==> src/rtl/gf180mcu_fd_sc_mcu9t5v0__pwrsw_pkg.sv <==
// Shared definitions for the power-switch segment sequencer:
// FSM state encoding and the step-counter width helper.
package gf180mcu_fd_sc_mcu9t5v0__pwrsw_pkg;

  typedef enum logic [1:0] {
    ST_OFF = 2'd0,
    ST_UP  = 2'd1,
    ST_ON  = 2'd2,
    ST_DN  = 2'd3
  } pwrsw_state_e;

  // Bits needed to count 0..n-1; never less than one bit.
  function automatic int unsigned cnt_width(input int unsigned n);
    int unsigned w;
    w = 32'd1;
    for (int unsigned i = 32'd1; i < 32'd31; i++) begin
      if ((32'd1 << i) < n) begin
        w = i + 32'd1;
      end
    end
    return w;
  endfunction

endpackage

==> src/rtl/gf180mcu_fd_sc_mcu9t5v0__pwrsw_tmr.sv <==
// Step timer: free-runs while a ramp is active and pulses once every
// STEP_CYC cycles; clr restarts the interval from zero.
module gf180mcu_fd_sc_mcu9t5v0__pwrsw_tmr #(
  parameter int unsigned STEP_CYC = 4
) (
  input  logic clk,
  input  logic rst,
  input  logic clr,
  input  logic run,
  output logic step
);
  import gf180mcu_fd_sc_mcu9t5v0__pwrsw_pkg::*;

  localparam int unsigned CW   = cnt_width(STEP_CYC);
  localparam logic [CW-1:0] LAST = CW'(STEP_CYC - 32'd1);
  localparam logic [CW-1:0] ONE  = CW'(32'd1);
  localparam logic [CW-1:0] ZERO = {CW{1'b0}};

  logic [CW-1:0] cnt_r;

  assign step = run && (cnt_r == LAST);

  // Interval counter: wraps on the step edge, idles at zero outside ramps.
  always_ff @(posedge clk or posedge rst) begin
    if (rst) begin
      cnt_r <= ZERO;
    end else if (clr) begin
      cnt_r <= ZERO;
    end else if (step) begin
      cnt_r <= ZERO;
    end else if (run) begin
      cnt_r <= cnt_r + ONE;
    end else begin
      cnt_r <= ZERO;
    end
  end

endmodule

==> src/rtl/gf180mcu_fd_sc_mcu9t5v0__pwrsw_seq.sv <==
// Power-switch segment sequencer: ramps a thermometer-coded header bank
// on/off one segment per step and reports a settled, fully-on domain.
module gf180mcu_fd_sc_mcu9t5v0__pwrsw_seq #(
  parameter int unsigned N_SEG    = 8,
  parameter int unsigned STEP_CYC = 4,
  parameter bit          FAST_OFF = 1'b0
) (
`ifdef USE_POWER_PINS
  inout  wire              VDD,
  inout  wire              VSS,
`endif
  input  logic             CLK,
  input  logic             RST,
  input  logic             EN,
  output logic [N_SEG-1:0] SW,
  output logic             ACK,
  output logic             BUSY
);
  import gf180mcu_fd_sc_mcu9t5v0__pwrsw_pkg::*;

  localparam logic [N_SEG-1:0] SW_ZERO = {N_SEG{1'b0}};
  localparam logic [N_SEG-1:0] SW_ONE  = N_SEG'(32'd1);
  localparam logic [N_SEG-1:0] SW_FULL = {N_SEG{1'b1}};

  pwrsw_state_e     state_r, state_nx_s;
  logic [N_SEG-1:0] sw_r, sw_nx_s, sw_up_s, sw_dn_s;
  logic             ack_r, busy_r;
  logic             clr_s, run_s, step_s;

  assign sw_up_s = (sw_r << 1'b1) | SW_ONE;
  assign sw_dn_s = sw_r >> 1'b1;
  assign run_s   = (state_r == ST_UP) || (state_r == ST_DN);

  gf180mcu_fd_sc_mcu9t5v0__pwrsw_tmr #(
    .STEP_CYC(STEP_CYC)
  ) u_tmr (
    .clk (CLK),
    .rst (RST),
    .clr (clr_s),
    .run (run_s),
    .step(step_s)
  );

  // Next-state and next-SW: entering UP/DN steps immediately and restarts the timer.
  always_comb begin
    state_nx_s = state_r;
    sw_nx_s    = sw_r;
    clr_s      = 1'b0;
    case (state_r)
      ST_OFF: begin
        if (EN) begin
          state_nx_s = ST_UP;
          sw_nx_s    = sw_up_s;
          clr_s      = 1'b1;
        end else begin
          state_nx_s = ST_OFF;
          sw_nx_s    = SW_ZERO;
        end
      end
      ST_UP: begin
        if (!EN) begin
          if (FAST_OFF) begin
            state_nx_s = ST_OFF;
            sw_nx_s    = SW_ZERO;
          end else begin
            sw_nx_s    = sw_dn_s;
            clr_s      = 1'b1;
            state_nx_s = (sw_dn_s == SW_ZERO) ? ST_OFF : ST_DN;
          end
        end else if (step_s) begin
          // A step that finds the bank full is the settle step.
          if (sw_r == SW_FULL) begin
            state_nx_s = ST_ON;
          end else begin
            sw_nx_s = sw_up_s;
          end
        end else begin
          state_nx_s = ST_UP;
        end
      end
      ST_ON: begin
        if (!EN) begin
          if (FAST_OFF) begin
            state_nx_s = ST_OFF;
            sw_nx_s    = SW_ZERO;
          end else begin
            sw_nx_s    = sw_dn_s;
            clr_s      = 1'b1;
            state_nx_s = (sw_dn_s == SW_ZERO) ? ST_OFF : ST_DN;
          end
        end else begin
          state_nx_s = ST_ON;
        end
      end
      ST_DN: begin
        if (EN) begin
          state_nx_s = ST_UP;
          sw_nx_s    = sw_up_s;
          clr_s      = 1'b1;
        end else if (step_s) begin
          sw_nx_s    = sw_dn_s;
          state_nx_s = (sw_dn_s == SW_ZERO) ? ST_OFF : ST_DN;
        end else begin
          state_nx_s = ST_DN;
        end
      end
      default: begin
        state_nx_s = ST_OFF;
        sw_nx_s    = SW_ZERO;
      end
    endcase
  end

  // State, segment register and status flags, all decoded from the next state.
  always_ff @(posedge CLK or posedge RST) begin
    if (RST) begin
      state_r <= ST_OFF;
      sw_r    <= SW_ZERO;
      ack_r   <= 1'b0;
      busy_r  <= 1'b0;
    end else begin
      state_r <= state_nx_s;
      sw_r    <= sw_nx_s;
      ack_r   <= (state_nx_s == ST_ON);
      busy_r  <= (state_nx_s == ST_UP) || (state_nx_s == ST_DN);
    end
  end

  assign SW   = sw_r;
  assign ACK  = ack_r;
  assign BUSY = busy_r;

endmodule

==> config.mk <==
export PLATFORM = sky130hd
export DESIGN_NAME = gf180mcu_fd_sc_mcu9t5v0__pwrsw_seq
export DESIGN_NICKNAME = d
export VERILOG_FILES = /design/src/rtl/gf180mcu_fd_sc_mcu9t5v0__pwrsw_pkg.sv /design/src/rtl/gf180mcu_fd_sc_mcu9t5v0__pwrsw_tmr.sv /design/src/rtl/gf180mcu_fd_sc_mcu9t5v0__pwrsw_seq.sv
export SDC_FILE = /design/constraint.sdc
export NUM_CORES = 1
export LEC_CHECK = 0
export ABC_AREA = 1
export CAP_MARGIN = 0
export CORE_MARGIN = 3
export CORE_UTILIZATION = 52
export CTS_CLUSTER_SIZE = 25
export DETAILED_ROUTE_END_ITERATION = 7
export PLACE_DENSITY = 0.77
export SETUP_SLACK_MARGIN = 0.4
export SLEW_MARGIN = 20
export SYNTH_ARGS = -nofsm -noshare
export SYNTH_HDL_FRONTEND = slang
export SYNTH_SLANG_ARGS = --single-unit
==> constraint.sdc <==
create_clock -name CLK -period 1.8 [get_ports CLK]
set_input_delay 0.18 -clock CLK [delete_from_list [all_inputs] [get_ports CLK]]
set_output_delay 0.18 -clock CLK [all_outputs]
set_load 0.1 [all_outputs]
* Word-level counts from Yosys, hierarchy flattened
Index checks and enable logic that the tools add are counted.
Cells by class: add/sub/neg operators 1, $mul 0, div/mod/pow operators 0, $lt $le $gt $ge 0, equal/unequal tests 12, shifts and indexed selects 0, muxes and demuxes 23, bitwise operators 0, reductions and logical operators 8
Operators by type and width (count):
- $mux W8 | 7
- $pmux W8 S4 | 1
- $mux W2 | 10
- $eq A2 B2 Y1 const B | 5
- $ne A3 B3 Y1 const B | 3
- $eq A8 B8 Y1 const B | 1
- $logic_not A8 Y1 | 1
- $pmux W2 S4 | 1
- $eq A2 B1 Y1 const B | 2
- $reduce_and A4 Y1 | 1
- $reduce_or A2 Y1 | 2
- $mux W1 | 3
- $add A2 B1 Y2 const B | 1
- $logic_not A2 Y1 | 1
- $logic_or A1 B1 Y1 | 2
- $ne A2 B2 Y1 const B | 1
- $pmux W1 S2 | 1
- $logic_and A1 B1 Y1 | 1
Word-level totals: bits in registers 14, latch bits 0, bits in writable memories 0, ROM bits 0, bits of input ports 3, output and inout bits 10, word-level logic and storage cells 49, memories 0

* Depth between registers and ports, before layout
Gate-level depths: netlist of the first run.
depth in word-level cells 8, depth in mapped cells 11, mapped depth without buffers 10

* By module
From an unflattened synthesis of the first run, not the netlist that was laid out.
Second synthesis, totals: cell total of the unflattened synthesis 128, area, all modules 909.6 µm²
Modules (own cells, without submodules):
- gf180mcu_fd_sc_mcu9t5v0__pwrsw_seq | times used 1, cells an instance 114, area each 805.8 µm², sequential area each 275.3 µm²
- gf180mcu_fd_sc_mcu9t5v0__pwrsw_tmr | times used 1, cells an instance 14, area each 103.8 µm², sequential area each 50.0 µm²

* Worst setup path before layout of the first run
OpenSTA, ideal clock, no wires.
path kind register -> register, start register sw_r[4], in the netlist SW[4], end register sw_r[5], in the netlist SW[5], library setup time 125 ps, arrival time 1776 ps, required time 1675 ps, path slack -101 ps, cell stages (with the launch flop) 9, path buffers 1, period minus slack after synthesis 1901 ps, cells stage by stage dfrtp_1 > nand2_1 > nor2_1 > nand2_1 > o22ai_1 > nor2_4 > buf_6 > nand2_1 > o21ai_1
On the way: longest elaborated chain between the ends 4, elaborated cells on any way between the ends 9, classes of those cells eq/ne: 2; mux: 6; reduce/logical: 1
RTL lines:
- start, declared | line gf180mcu_fd_sc_mcu9t5v0__pwrsw_seq.sv:26 | logic [N_SEG-1:0] sw_r, sw_nx_s, sw_up_s, sw_dn_s;
- start signal, assigned | line gf180mcu_fd_sc_mcu9t5v0__pwrsw_seq.sv:123 | sw_r <= sw_nx_s;
- branches (longest 4 deep; another with $eq A8 B8 Y1)
Several ways; the timed one is not identified. The select of a mux whose other input is x is not followed. A chain may end at the register's enable or synchronous reset.

* Worst setup path in the final report of the first run
start register state_r[1], end register sw_r[7], in the netlist SW[7]
On the way: longest elaborated chain between the ends 5, elaborated cells on any way between the ends 12, classes of those cells eq/ne: 7; mux: 1; reduce/logical: 4
RTL lines:
- start, declared | line gf180mcu_fd_sc_mcu9t5v0__pwrsw_seq.sv:25 | pwrsw_state_e state_r, state_nx_s;
- start signal, assigned | line gf180mcu_fd_sc_mcu9t5v0__pwrsw_seq.sv:122 | state_r <= state_nx_s;
- $eq A2 B1 Y1 or $eq A2 B2 Y1 (tied branches) | line gf180mcu_fd_sc_mcu9t5v0__pwrsw_seq.sv:32, gf180mcu_fd_sc_mcu9t5v0__pwrsw_seq.sv:49
- $logic_or A1 B1 Y1 | line gf180mcu_fd_sc_mcu9t5v0__pwrsw_seq.sv:32 | assign run_s = (state_r == ST_UP) || (state_r == ST_DN);
- $logic_and A1 B1 Y1 | line gf180mcu_fd_sc_mcu9t5v0__pwrsw_tmr.sv:21 | assign step = run && (cnt_r == LAST);
- $ne A3 B3 Y1 (no source line)
- $reduce_and A4 Y1 (no source line)
Parallel ways exist; a longest one is shown, timed or not.

==> results of run 1 <==
per-layer routing:
layer  track usage  up-vias  wire, µm
li1              -      439         -
met1         0.300      428      1030
met2         0.337       49      1050
met3        0.0460       15       133
met4        0.0994        0        64
met5             0        -         0
logic make-up after synthesis:
kind of cell	after synthesis	share of synthesized area
fa+ha+maj	5	0.0703
flops	14	0.394
buf+inv	20	0.0942
compound gates	21	0.125
xor+xnor	1	0.00985
simple gates	63	0.307
final cells by class:
cell class	instances	area, µm²	share of cell area
clock buffers	4	36.3	0.0294
multi-input cells	90	548	0.444
well taps	16	20.0	0.0162
flip-flops and latches	14	383	0.310
inverters	18	70.1	0.0567
repair buffers	22	178	0.144
placed cells by master, fill, tap and decap left out, types with 2 or more instances in the layout:
cell / n
buf_4: 18
buf_6: 2
clkbuf_4: 3
clkdlybuf4s50_1: 2
dfrtp_1: 4
dfrtp_2: 2
dfrtp_4: 8
ha_1: 2
ha_4: 2
inv_1: 11
inv_2: 6
nand2_1: 26
nand2_2: 10
nand3_1: 9
nor2_1: 11
nor2_4: 4
o21ai_0: 6
o21ai_1: 7
o21ai_2: 4
sequential cells by signal (all words and copies together) (netlist names):
signal and count:
BUSY 1, ACK 1, SW 8, state_r 2, u_tmr.cnt_r 2
how the worst min path moves through the flow:
| stage | start | end | slack [ps] | cells past startpoint |
|---|---|---|---|---|
| detailed placement | u_tmr.cnt_r[0] | u_tmr.cnt_r[0] | 440 | 1 |
| floorplan | RST | ACK | 70 | 1 |
| global route | RST | state_r[1] | 240 | 2 |
| global placement | u_tmr.cnt_r[0] | u_tmr.cnt_r[0] | 430 | 1 |
| finish | RST | state_r[0] | 210 | 2 |
| CTS | RST | state_r[1] | 240 | 2 |
worst max-delay path, stage by stage (launching register included):
cell and delay (ps):
dfrtp_2 430, inv_4 60, ha_4 170, nor2_4 160, nor2_4 60, nor2_1 90, nand2_1 70, nand2_2 90
nor2_4 50, buf_6 140, nand2_2 60, nand2_2 50
power by group:
group,internal (mW),switching (mW)
combinational,0.536,1.03
clock,0.123,0.117
sequential,0.430,0.0868
total,1.09,1.23
stage by stage:
stage	hold WS [ps]	utilization	instances
2_1_floorplan	69.4	-	124
3_3_place_gp	430	0.685	151
3_5_place_dp	442	0.685	151
4_1_cts	237	0.774	163
5_1_grt	245	0.792	164
6_report	206	0.792	164
timing repair:
action / in CTS / in global routing
gates cloned: 0 / 0
hold endpoints to repair: 0 / 0
setup buffers: 8 / 1
pin swaps: 7 / 6
setup endpoints to repair: 9 / 12
resized for setup: 14 / 11
hold buffers: 0 / 0
==> run_summary.xml, run 1 <==
<?xml version="1.0" encoding="UTF-8"?>
<metrics>
  <group name="sta">
    <metric name="clock.fmax" unit="MHz">642</metric>
    <metric name="setup_repair_after_global_routing_missed_its_margin" unit="">yes</metric>
    <metric name="timing.clock.skew" unit="ps">11.3</metric>
    <metric name="worst_slew_pin_slew" unit="ps">516</metric>
    <metric name="post-route-period-util" unit="">0.866</metric>
    <metric name="drv_slew" unit="">0</metric>
    <metric name="final.setup.worst_slack" unit="ps">241</metric>
    <metric name="worst_slew_margin_rel" unit="">0.656</metric>
    <metric name="period_minus_slack" unit="ps">1560</metric>
    <metric name="timing.final.setup_violations" unit="">0</metric>
    <metric name="totalNegativeSetupSlack" unit="ps">0</metric>
    <metric name="hold_violations" unit="">0</metric>
  </group>
  <group name="synthesis">
    <metric name="synth_commonest_cells" unit="">nand2_1, inv_1, dfrtp_1, nor2_1, nand3_1</metric>
    <metric name="post_synth_instance_area" unit="µm²">890</metric>
    <metric name="syn_nets" unit="">132</metric>
    <metric name="post-synth-top-count-cell" unit="">nand2_1</metric>
    <metric name="postSynthAreaPerCell" unit="µm²">7.17</metric>
    <metric name="synth-main-ff-cell" unit="">dfrtp_1</metric>
    <metric name="async_flop_share" unit="">1.00</metric>
    <metric name="synth.largest_area_cell" unit="">dfrtp_1</metric>
    <metric name="synth.lib_cells_used.distinct" unit="">21</metric>
    <metric name="yosysSeqAreaShare" unit="">0.394</metric>
    <metric name="yosysWarnings" unit="">0</metric>
    <metric name="post_synth_edffs" unit="">0</metric>
    <metric name="synth.area.top_cells" unit="">dfrtp_1, nand2_1, inv_1, ha_1, nand3_1</metric>
    <metric name="yosys_register_bits" unit="">14</metric>
    <metric name="synth_cells" unit="">124</metric>
    <metric name="synth_top_area_share" unit="">0.394</metric>
  </group>
  <group name="setup_path">
    <metric name="path_max_fanout" unit="">7</metric>
    <metric name="critPathLaunchType" unit="">flop</metric>
    <metric name="r2r_slack" unit="ps">240</metric>
    <metric name="setup.worst_path.start" unit="">state_r[1]</metric>
    <metric name="setup.worst_path.end" unit="">SW[7]</metric>
    <metric name="timing.setup.critical_path_class" unit="">reg -&gt; reg</metric>
    <metric name="worst_setup_path_end_kind" unit="">flop</metric>
    <metric name="end_of_the_worst_register_to_register_path" unit="">SW[7]</metric>
    <metric name="critPathRequiredTime" unit="ps">1970</metric>
    <metric name="worstPathArrival" unit="ps">1730</metric>
    <metric name="r2r-start" unit="">state_r[1]</metric>
    <metric name="cell_count_of_the_worst_reg_to_reg_path" unit="">11</metric>
  </group>
  <group name="die">
    <metric name="floorplan.initialDensity" unit="">0.571</metric>
    <metric name="io_pins" unit="">13</metric>
    <metric name="number_of_rows_created_at_floorplan" unit="">14</metric>
    <metric name="die_width" unit="µm">47.4</metric>
    <metric name="fp.coreArea" unit="µm²">1560</metric>
    <metric name="die_h" unit="µm">47.4</metric>
    <metric name="die_area" unit="µm²">2240</metric>
  </group>
  <group name="routing">
    <metric name="detailedRoute.firstPassIterationCount" unit="">4</metric>
    <metric name="routed-via-count" unit="">931</metric>
    <metric name="antenna_violating_nets_post_route" unit="">0</metric>
    <metric name="post-route-drc-count" unit="">0</metric>
    <metric name="drt-total-wl" unit="mm">2.28</metric>
    <metric name="detail_route.iter0.violations" unit="">27</metric>
    <metric name="vias_per_cell" unit="">5.68</metric>
    <metric name="route.detailed.wl_per_inst" unit="µm">13.9</metric>
  </group>
  <group name="finish">
    <metric name="n_fill_cell" unit="">99</metric>
    <metric name="finish.instance_area" unit="µm²">1230</metric>
    <metric name="synthToLayoutAreaGrowth" unit="%">38.8</metric>
    <metric name="drive_gt1_frac" unit="">0.439</metric>
    <metric name="layout.nets" unit="">157</metric>
    <metric name="num_antenna_cells" unit="">0</metric>
  </group>
  <group name="grt">
    <metric name="grt_pass1_wl" unit="mm">3.47</metric>
    <metric name="first_global_vias" unit="">806</metric>
    <metric name="globalRouteOverflowTotal" unit="">0</metric>
    <metric name="maximum_number_of_pins_on_one_net_before_global_route_repair" unit="">15</metric>
    <metric name="number_of_antenna_violations_at_the_first_check_in_global_routing" unit="">0</metric>
    <metric name="track_usage" unit="">0.222</metric>
  </group>
  <group name="cts">
    <metric name="cts_tree" unit="">yes</metric>
    <metric name="htree_num_levels" unit="">1</metric>
    <metric name="clock_tree.buffer_depth" unit="">2</metric>
    <metric name="clkSinkCount" unit="">14</metric>
    <metric name="cts_inserted_buffers" unit="">3</metric>
    <metric name="clock_tree_root_buffer_cell" unit="">clkbuf_4</metric>
    <metric name="insertion_delay" unit="ps">290</metric>
    <metric name="clock_pin_slew_on_the_worst_setup_and_hold_paths" unit="ps">100</metric>
  </group>
  <group name="place">
    <metric name="port_bufs" unit="">12</metric>
    <metric name="place.gp.congestion" unit="">0.858</metric>
    <metric name="dpl_cell_area" unit="µm²">1070</metric>
    <metric name="dp.final_hpwl" unit="mm">1.45</metric>
    <metric name="pre_cts_ws" unit="ps">144</metric>
  </group>
  <group name="run">
    <metric name="maxCapViolCount" unit="">0</metric>
  </group>
  <group name="run_status">
    <metric name="outcome" unit="">finished clean</metric>
  </group>
  <group name="power_and_ir_drop">
    <metric name="vdd_ir_drop_max" unit="µV">1600</metric>
    <metric name="power_density_over_the_cells" unit="nW/µm²">1880</metric>
    <metric name="total_power_draw" unit="mW">2.32</metric>
    <metric name="p_leak" unit="nW">0.562</metric>
  </group>
  <group name="min_path">
    <metric name="timing.hold.worst.class" unit="">in -&gt; async</metric>
  </group>
</metrics>
Power figures use the tool's default switching activity.
==> run 2: changes to the inputs <==
CTS_CLUSTER_SIZE = 20   (was 25)
==> results of run 2 <==
The final DEF is identical to that of run 1; final timing and power are the same.
